File: config.mk
export PLATFORM = sky130hd
export DESIGN_NAME = mul_share_arb
export DESIGN_NICKNAME = d
export VERILOG_FILES = /design/src/rtl/mul_share_arb.sv
export SDC_FILE = /design/constraint.sdc
export NUM_CORES = 1
export LEC_CHECK = 0
export BUFFER_PORTS_ARGS = -buffer_cell sky130_fd_sc_hd__clkbuf_2
export CAP_MARGIN = 20
export CORE_ASPECT_RATIO = 0.6
export CORE_MARGIN = 10
export CORE_UTILIZATION = 30
export DETAILED_ROUTE_END_ITERATION = 6
export GPL_TIMING_DRIVEN = 0
export SLEW_MARGIN = 20
export SYNTH_ARGS = -nofsm -noshare
export SYNTH_HDL_FRONTEND = slang
export SYNTH_SLANG_ARGS = --single-unit
export TNS_END_PERCENT = 30
File: constraint.sdc
create_clock -name clk -period 7.4 [get_ports clk]
set_clock_uncertainty 0.05 [all_clocks]
set_input_delay 1.11 -clock clk [delete_from_list [all_inputs] [get_ports clk]]
set_output_delay 1.11 -clock clk [all_outputs]
set_load 0.005 [all_outputs]
File: src/rtl/mul_share_arb.sv
// mul_share_arb: round-robin front end sharing one signed 16x16 multiplier
// between two requesters, with a single tagged valid/ready response channel.

// Combinational signed multiplier; full-precision product of two operands.
module mul #(
  parameter int unsigned WIDTH = 16
) (
  input  logic [WIDTH-1:0]   a,
  input  logic [WIDTH-1:0]   b,
  output logic [2*WIDTH-1:0] prod
);
  localparam int unsigned PW = 2 * WIDTH;

  logic signed [PW-1:0] a_ext;
  logic signed [PW-1:0] b_ext;

  // Sign-extend to product width so the multiply is exact modulo 2^PW.
  always_comb begin
    a_ext = $signed({{WIDTH{a[WIDTH-1]}}, a});
    b_ext = $signed({{WIDTH{b[WIDTH-1]}}, b});
    prod  = a_ext * b_ext;
  end
endmodule

module mul_share_arb #(
  parameter int unsigned WIDTH = 16
) (
  input  logic                 clk,
  input  logic                 rst_n,
  input  logic                 req0_valid,
  output logic                 req0_ready,
  input  logic [WIDTH-1:0]     req0_a,
  input  logic [WIDTH-1:0]     req0_b,
  input  logic                 req1_valid,
  output logic                 req1_ready,
  input  logic [WIDTH-1:0]     req1_a,
  input  logic [WIDTH-1:0]     req1_b,
  output logic                 resp_valid,
  input  logic                 resp_ready,
  output logic                 resp_id,
  output logic [2*WIDTH-1:0]   resp_prod,
  output logic                 busy
);
  localparam int unsigned PW = 2 * WIDTH;

  typedef enum logic [1:0] {
    IDLE = 2'd0,
    CALC = 2'd1,
    RESP = 2'd2
  } state_t;

  state_t           state_q;
  state_t           state_d;
  logic             last_grant_q;
  logic [WIDTH-1:0] op_a_q;
  logic [WIDTH-1:0] op_b_q;
  logic             op_id_q;
  logic [PW-1:0]    mul_prod;

  logic             gnt_any;
  logic             gnt_id;
  logic             take;
  logic             cap;

  // Round-robin grant: a lone requester wins, a tie goes to the one not served last.
  always_comb begin
    gnt_any = req0_valid | req1_valid;
    if (req0_valid && req1_valid) begin
      gnt_id = ~last_grant_q;
    end else begin
      gnt_id = req1_valid;
    end
    req0_ready = (state_q == IDLE) && req0_valid && !gnt_id;
    req1_ready = (state_q == IDLE) && req1_valid && gnt_id;
  end

  mul #(.WIDTH(WIDTH)) u_mul (
    .a    (op_a_q),
    .b    (op_b_q),
    .prod (mul_prod)
  );

  // State register.
  always_ff @(posedge clk or negedge rst_n) begin
    if (!rst_n) begin
      state_q <= IDLE;
    end else begin
      state_q <= state_d;
    end
  end

  // Next-state logic plus operand-take and product-capture strobes.
  always_comb begin
    state_d = state_q;
    take    = 1'b0;
    cap     = 1'b0;
    case (state_q)
      IDLE: begin
        if (gnt_any) begin
          take    = 1'b1;
          state_d = CALC;
        end
      end
      CALC: begin
        cap     = 1'b1;
        state_d = RESP;
      end
      RESP: begin
        if (resp_ready) begin
          state_d = IDLE;
        end
      end
      default: state_d = IDLE;
    endcase
  end

  // Operand, grant-history and response registers.
  always_ff @(posedge clk or negedge rst_n) begin
    if (!rst_n) begin
      op_a_q       <= '0;
      op_b_q       <= '0;
      op_id_q      <= 1'b0;
      last_grant_q <= 1'b1;
      resp_prod    <= '0;
      resp_id      <= 1'b0;
      resp_valid   <= 1'b0;
      busy         <= 1'b0;
    end else begin
      if (take) begin
        op_a_q       <= gnt_id ? req1_a : req0_a;
        op_b_q       <= gnt_id ? req1_b : req0_b;
        op_id_q      <= gnt_id;
        last_grant_q <= gnt_id;
      end
      if (cap) begin
        resp_prod <= mul_prod;
        resp_id   <= op_id_q;
      end
      resp_valid <= (state_d == RESP);
      busy       <= (state_d != IDLE);
    end
  end
endmodule

==> reports/metrics.yaml, run 1 <==
gp_congestion: 0.9944
first_pass_iters: 7
maxSlewHeadroom: 0.3772
fill_cells: 4372
setup_violations: 0
cp-end-kind: "flop"
ys_top_cells_by_area: "fa_1 41%, dfrtp_1 14%, inv_1 8.7%"
worstPathArrival_ps: 7280
grt_overflow: 0
die_y_microns: 179.8
start_kind: "flop"
dpl.hpwl_microns: 35350
status: "finished with violations"
port_buffers: 105
rows: 58
synth_area_per_cell_sq_um: 9.362
synth_nets: 1776
cts_root_buf: "clkbuf_16"
yosys.area.top_type_share: 0.4110
drtAntennaViolNets: 0
design.core.area_sq_mm: 0.04195
worst_pin_slew_ps: 934.2
cp_slowest_stage_delay_ps: 680
clk_pin_slew_worst_paths_ps: 70
hold_violations: 0
period_needed_ps: 7078
seq_area_frac_synth: 0.1393
synthArstFlopShare: 1.000
die_area_sq_mm: 0.05146
track_usage: 0.1642
drt_iter0_drc: 738
antenna_found_initial: 0
cap_violations: 0
violations: "design-rule violations"
yosysMostFrequentCell: "inv_1"
crit_type: "reg -> reg"
synth_flop_cell: "dfrtp_1"
clockBufferDepth: 2
fin_tns_setup_ps: 0
clock_sinks: 71
synthCells: 1363
synth_edf_count: 0
h-tree-depth: 3
post_cts_buffers: 0
grt_max_degree: 50
yosys.area.top_type: "fa_1"
drive_gt1_frac: 0.09973
num_io_pins: 106
synth_common_cells: "295 x inv_1, 262 x fa_1, 204 x nand2_1"
initial_utilization: 0.3042
slew_viol_final: 0
ctsHoldBuffers: 0
period_share: 0.9565
vias_per_cell: 4.649
wl_per_cell_microns: 20.11
cts_tree: "yes"
crit_path_cell_trace: "clkbuf_1 -> nand2_1 -> fa_1 -> fa_1 -> inv_1 -> fa_1 -> fa_1 -> fa_1 -> inv_1 -> fa_1 -> inv_1 -> ha_1 -> and4_2 -> a31oi_1 -> a31oi_1 -> o21ai_0 -> a21boi_0 -> o21a_1 -> o31ai_1"
synth_seq_cells: 71
clk_latency_ps: 360
die_w_microns: 286.3
drc_errors: 3
slowest_stage: "dfrtp_1"
hold_path_class: "reg -> reg"
cp_common_cell: "fa_1"
rrSetupSlack_ps: 320
nets: 1892
route.vias.total: 9553
synth_cell_types: 56
grt_pass1_wl_microns: 63850
mappedNetlistArea_sq_mm: 0.01276
ys_warn_count: 0
syn_to_final_growth_pct: 12.93
rsz0062_at_grt: "no"
drt-total-wl_microns: 41330
required_ps: 7600
cts_buffers: 9
critPathMaxFanout: 10
cts-resized-gates: 0
max_freq_mhz: 141.3
first_global_vias: 10260
==> metrics by stage <==
stage	worst slack (ps)	cells	instance area, sq um	utilization	hold WS, ps
3_5_place_dp	77.12	2039	14030	0.3345	407.8
6_report	322.2	2055	14410	0.3436	423.2
4_1_cts	54.29	2055	14400	0.3433	423.2
5_1_grt	25.13	2054	14410	0.3435	453.3
3_3_place_gp	98.72	2038	14000	0.3338	405.6
2_1_floorplan	1014	1363	12760	-	389.5
==> flip-flops by register name, summed over array words and instances, names as in the netlist <==
register	count
op_a_q	16
resp_valid	1
resp_id	1
last_grant_q	1
state_q	2
resp_prod	32
op_b_q	16
busy	1
op_id_q	1
==> logic make-up (layout without fill, tap and decap cells) <==
| kind of cell | Yosys count | in the layout | synth area share |
|---|---|---|---|
| compound gates | 139 | 139 | 0.07177 |
| xor+xnor | 31 | 31 | 0.02128 |
| fa+ha+maj | 344 | 344 | 0.4914 |
| buf+inv | 350 | 471 | 0.1033 |
| flops | 71 | 71 | 0.1393 |
| mux | 33 | 33 | 0.02589 |
| other cells | 0 | 1 | 0 |
| simple gates | 395 | 395 | 0.1470 |
==> worst max-delay path, delay by kind of cell (launching register included) <==
kind / cells / cell delay (ps)
fa+ha+maj: 7 / 3520
compound gates: 6 / 1450
buf+inv: 4 / 780
flops: 1 / 680
simple gates: 2 / 510
==> placed cells by master (no fill, tap or decap), types with 2 or more instances in the layout <==
cell / Yosys / routed
ha_1: 82 / 82
o21a_1: 4 / 4
nor2_1: 33 / 33
o211ai_1: 2 / 2
clkbuf_16: 0 / 9
nor3b_1: 2 / 2
and2_1: 124 / 124
o21ai_1: 2 / 2
mux2i_1: 33 / 33
and3_1: 2 / 2
clkbuf_2: 1 / 114
clkbuf_1: 50 / 41
clkinvlp_4: 0 / 2
or3_1: 3 / 3
o31ai_1: 5 / 5
nor3_1: 3 / 3
o311ai_0: 2 / 2
o21ai_0: 62 / 62
a211oi_1: 4 / 4
fa_1: 262 / 261
nand3_1: 9 / 9
a21o_1: 11 / 11
a2111oi_0: 2 / 2
nand4_1: 2 / 2
a21boi_0: 3 / 3
nand2_1: 204 / 204
buf_1: 3 / 2
inv_1: 295 / 295
a31oi_1: 3 / 3
dfrtp_1: 70 / 70
a21oi_1: 18 / 18
and3_2: 2 / 2
nand2b_1: 4 / 4
xnor2_1: 20 / 20
xor2_1: 11 / 11
nor2b_1: 3 / 3
o21bai_1: 6 / 6
bufinv_16: 0 / 4
==> cell type report <==
class,instances,area [sq um],area share
multi-input combinational,942,9667,0.6708
sequential,71,1778,0.1234
inverter,295,1107,0.07684
tap,570,713.2,0.04949
timing repair buffer,106,555.5,0.03855
clock buffer,9,225.2,0.01563
buffer,54,219.0,0.01519
clock inverter,7,143.9,0.009984
antenna,1,2.502,0.0001736
==> per-layer routing <==
layer / part of all wire / up-vias / track usage
met5: 0.0020 / - / 0.01249
met4: 0.018 / 2 / 0.03212
met3: 0.14 / 29 / 0.08942
met2: 0.39 / 414 / 0.2141
met1: 0.45 / 4775 / 0.2310
li1: - / 4333 / -
==> worst paths after layout <==
| path | from | to | cells past startpoint |
|---|---|---|---|
| max | op_a_q[2] | resp_prod[19] | 19 |
| min | resp_prod[15] | resp_prod[15] | 2 |
| max reg2reg | op_a_q[2] | resp_prod[19] | 19 |
| min reg2reg | resp_prod[15] | resp_prod[15] | 2 |
| max in group asynchronous | rst_n | op_b_q[5] | 2 |
| min in group asynchronous | rst_n | resp_prod[24] | 1 |
Power of run 1 is not shown: default switching activity piles up to over one toggle a cycle in this logic, so the estimate is an artifact.
==> inputs of run 2 (changes only) <==
--- a/config.mk
+++ b/config.mk
@@ -11,7 +11,6 @@
 export CORE_MARGIN = 10
 export CORE_UTILIZATION = 30
 export DETAILED_ROUTE_END_ITERATION = 6
-export GPL_TIMING_DRIVEN = 0
 export SLEW_MARGIN = 20
 export SYNTH_ARGS = -nofsm -noshare
 export SYNTH_HDL_FRONTEND = slang
==> run 2 against run 1 <==
Compared with the run above: the flow now finishes without violations; cell count is 2.0% lower; routed wire length is 14% lower; setup slack better by 210 ps; design area is 1.2% lower; via count is 3.2% lower; non-clock buffer count is 40 lower; first-iteration DRC count is 19% lower; sequential cell count stayed put; critical path depth is 1 lower; register-to-register slack better by 210 ps; critical path type unchanged; critical endpoint is now resp_prod[30].
==> reports/metrics.yaml, run 2 (synthesized netlist as in run 1, its figures left out) <==
nets: 1852  # was 1892
drc_errors: 0  # was 3
worstPathArrival_ps: 7040  # was 7280 ps
drt-total-wl_microns: 35640  # was 41330 microns
cp_slowest_stage_delay_ps: 920  # was 680 ps
period_needed_ps: 6864  # was 7078 ps
clock_sinks: 71  # unchanged
grt_max_degree: 72  # was 50
track_usage: 0.1433  # was 0.1642
clk_pin_slew_worst_paths_ps: 60  # was 70 ps
final_common_cell: "inv_1"  # unchanged
hold_violations: 0  # unchanged
slew_viol_final: 0  # unchanged
ctsHoldBuffers: 0  # unchanged
drt_iter0_drc: 598  # was 738
route.vias.total: 9251  # was 9553
grt_overflow: 0  # unchanged
clk_latency_ps: 340  # was 360 ps
grt_pass1_wl_microns: 58490  # was 63850 microns
rsz0062_at_grt: "no"  # unchanged
dpl.hpwl_microns: 29350  # was 35350 microns
initial_utilization: 0.3042  # unchanged
fill_cells: 4405  # was 4372
cts_root_buf: "clkbuf_16"  # unchanged
rows: 58  # unchanged
drive_gt1_frac: 0.1053  # was 0.09973
layout_common_cells: "295 x inv_1, 262 x fa_1, 204 x nand2_1"  # was 295 x inv_1, 261 x fa_1, 204 x nand2_1
cap_violations: 0  # unchanged
diodes: 0  # was 1
syn_to_final_growth_pct: 11.55  # was 12.93%
port_buffers: 105  # unchanged
crit_type: "reg -> reg"  # unchanged
fin_tns_setup_ps: 0  # unchanged
largest_register: "resp_prod"  # unchanged
cts_tree: "yes"  # unchanged
status: "complete, no violations"  # was finished with violations
cts-resized-gates: 0  # unchanged
worst_pin_slew_ps: 973.1  # was 934.2 ps
gp_congestion: 0.9151  # was 0.9944
clockBufferDepth: 2  # unchanged
max_freq_mhz: 145.7  # was 141.3 MHz
vias_per_cell: 4.593  # was 4.649
required_ps: 7570  # was 7600 ps
wl_per_cell_microns: 17.70  # was 20.11 microns
path_buf_inv: 3  # was 4
setup_violations: 0  # unchanged
hold_path_class: "reg -> reg"  # unchanged
maxSlewHeadroom: 0.3512  # was 0.3772
die_area_sq_mm: 0.05146  # unchanged
cp-end-kind: "flop"  # unchanged
first_global_vias: 9960  # was 10260
cts_buffers: 9  # unchanged
critPathMaxFanout: 17  # was 10
design.core.area_sq_mm: 0.04195  # unchanged
start_kind: "flop"  # unchanged
die_w_microns: 286.3  # unchanged
crit_path_cell_trace: "nand2_1 -> inv_1 -> fa_1 -> fa_1 -> fa_1 -> fa_1 -> fa_1 -> inv_1 -> fa_1 -> inv_1 -> ha_1 -> a21o_1 -> a211o_2 -> a211oi_1 -> o31ai_4 -> a221oi_4 -> nor4_1 -> or3_1"  # was clkbuf_1 -> nand2_1 -> fa_1 -> fa_1 -> inv_1 -> fa_1 -> fa_1 -> fa_1 -> inv_1 -> fa_1 -> inv_1 -> ha_1 -> and4_2 -> a31oi_1 -> a31oi_1 -> o21ai_0 -> a21boi_0 -> o21a_1 -> o31ai_1
drtAntennaViolNets: 0  # unchanged
crit_family: "adder cells"  # unchanged
num_io_pins: 106  # unchanged
first_pass_iters: 6  # was 7
die_y_microns: 179.8  # unchanged
reg_top3: "resp_prod (32), op_a_q (16), op_b_q (16)"  # unchanged
cp_common_cell: "fa_1"  # unchanged
h-tree-depth: 3  # unchanged
largest_register_ffs: 32  # unchanged
period_share: 0.9276  # was 0.9565
post_cts_buffers: 0  # unchanged
antenna_found_initial: 0  # unchanged
slowest_stage: "fa_1"  # was dfrtp_1
## run 2: area by class of cell
class | instances | area, sq um | share of cell area
Sequential cell | 71 | 1778 | 0.1249
Clock buffer | 11 | 242.7 | 0.01705
Multi-Input combinational cell | 942 | 9694 | 0.6810
Inverter | 295 | 1107 | 0.07779
Clock inverter | 5 | 58.81 | 0.004131
Tap cell | 570 | 713.2 | 0.05010
Timing Repair Buffer | 120 | 640.6 | 0.04500
## run 2: final timing paths
path,from,endpoint,slack [ps],cells past startpoint
setup reg to reg,op_a_q[15],resp_prod[30],540,18
setup / recovery,op_a_q[15],resp_prod[30],540,18
max in group asynchronous,rst_n,op_a_q[7],5790,1
hold reg to reg,op_id_q,op_id_q,430,1
hold / removal,op_id_q,op_id_q,430,1
min in group asynchronous,rst_n,resp_prod[22],840,1
## run 2: metal layers
metal  vias to the layer above  wire, microns  global-route usage
met3                        34           3668             0.04861
met2                       303          14770              0.2026
met4                         0            489             0.02393
li1                       4243              -                   -
met5                         -              0                   0
met1                      4671          16710              0.2094
## run 2: worst reg2reg max path, stage by stage (launching register included)
cell	delay, ps
dfrtp_1	660
nand2_1	180
inv_1	160
fa_1	560
fa_1	920
fa_1	540
fa_1	500
fa_1	500
inv_1	50
fa_1	480
inv_1	40
ha_1	340
a21o_1	210
a211o_2	340
a211oi_1	320
o31ai_4	150
a221oi_4	290
nor4_1	80
or3_1	370
## run 2: metrics by stage
step	instances	setup slack [ps]	hold WS [ps]	cell area, sq um	utilization
2_1_floorplan	1363	1014	389.5	12760	-
3_3_place_gp	1998	727.2	407.4	13930	0.3321
3_5_place_dp	1998	608.8	411.0	13930	0.3321
4_1_cts	2014	539.7	429.2	14230	0.3392
5_1_grt	2014	231.5	454.9	14230	0.3394
6_report	2014	535.6	425.7	14230	0.3394
Power of run 2 is left out for the same reason.
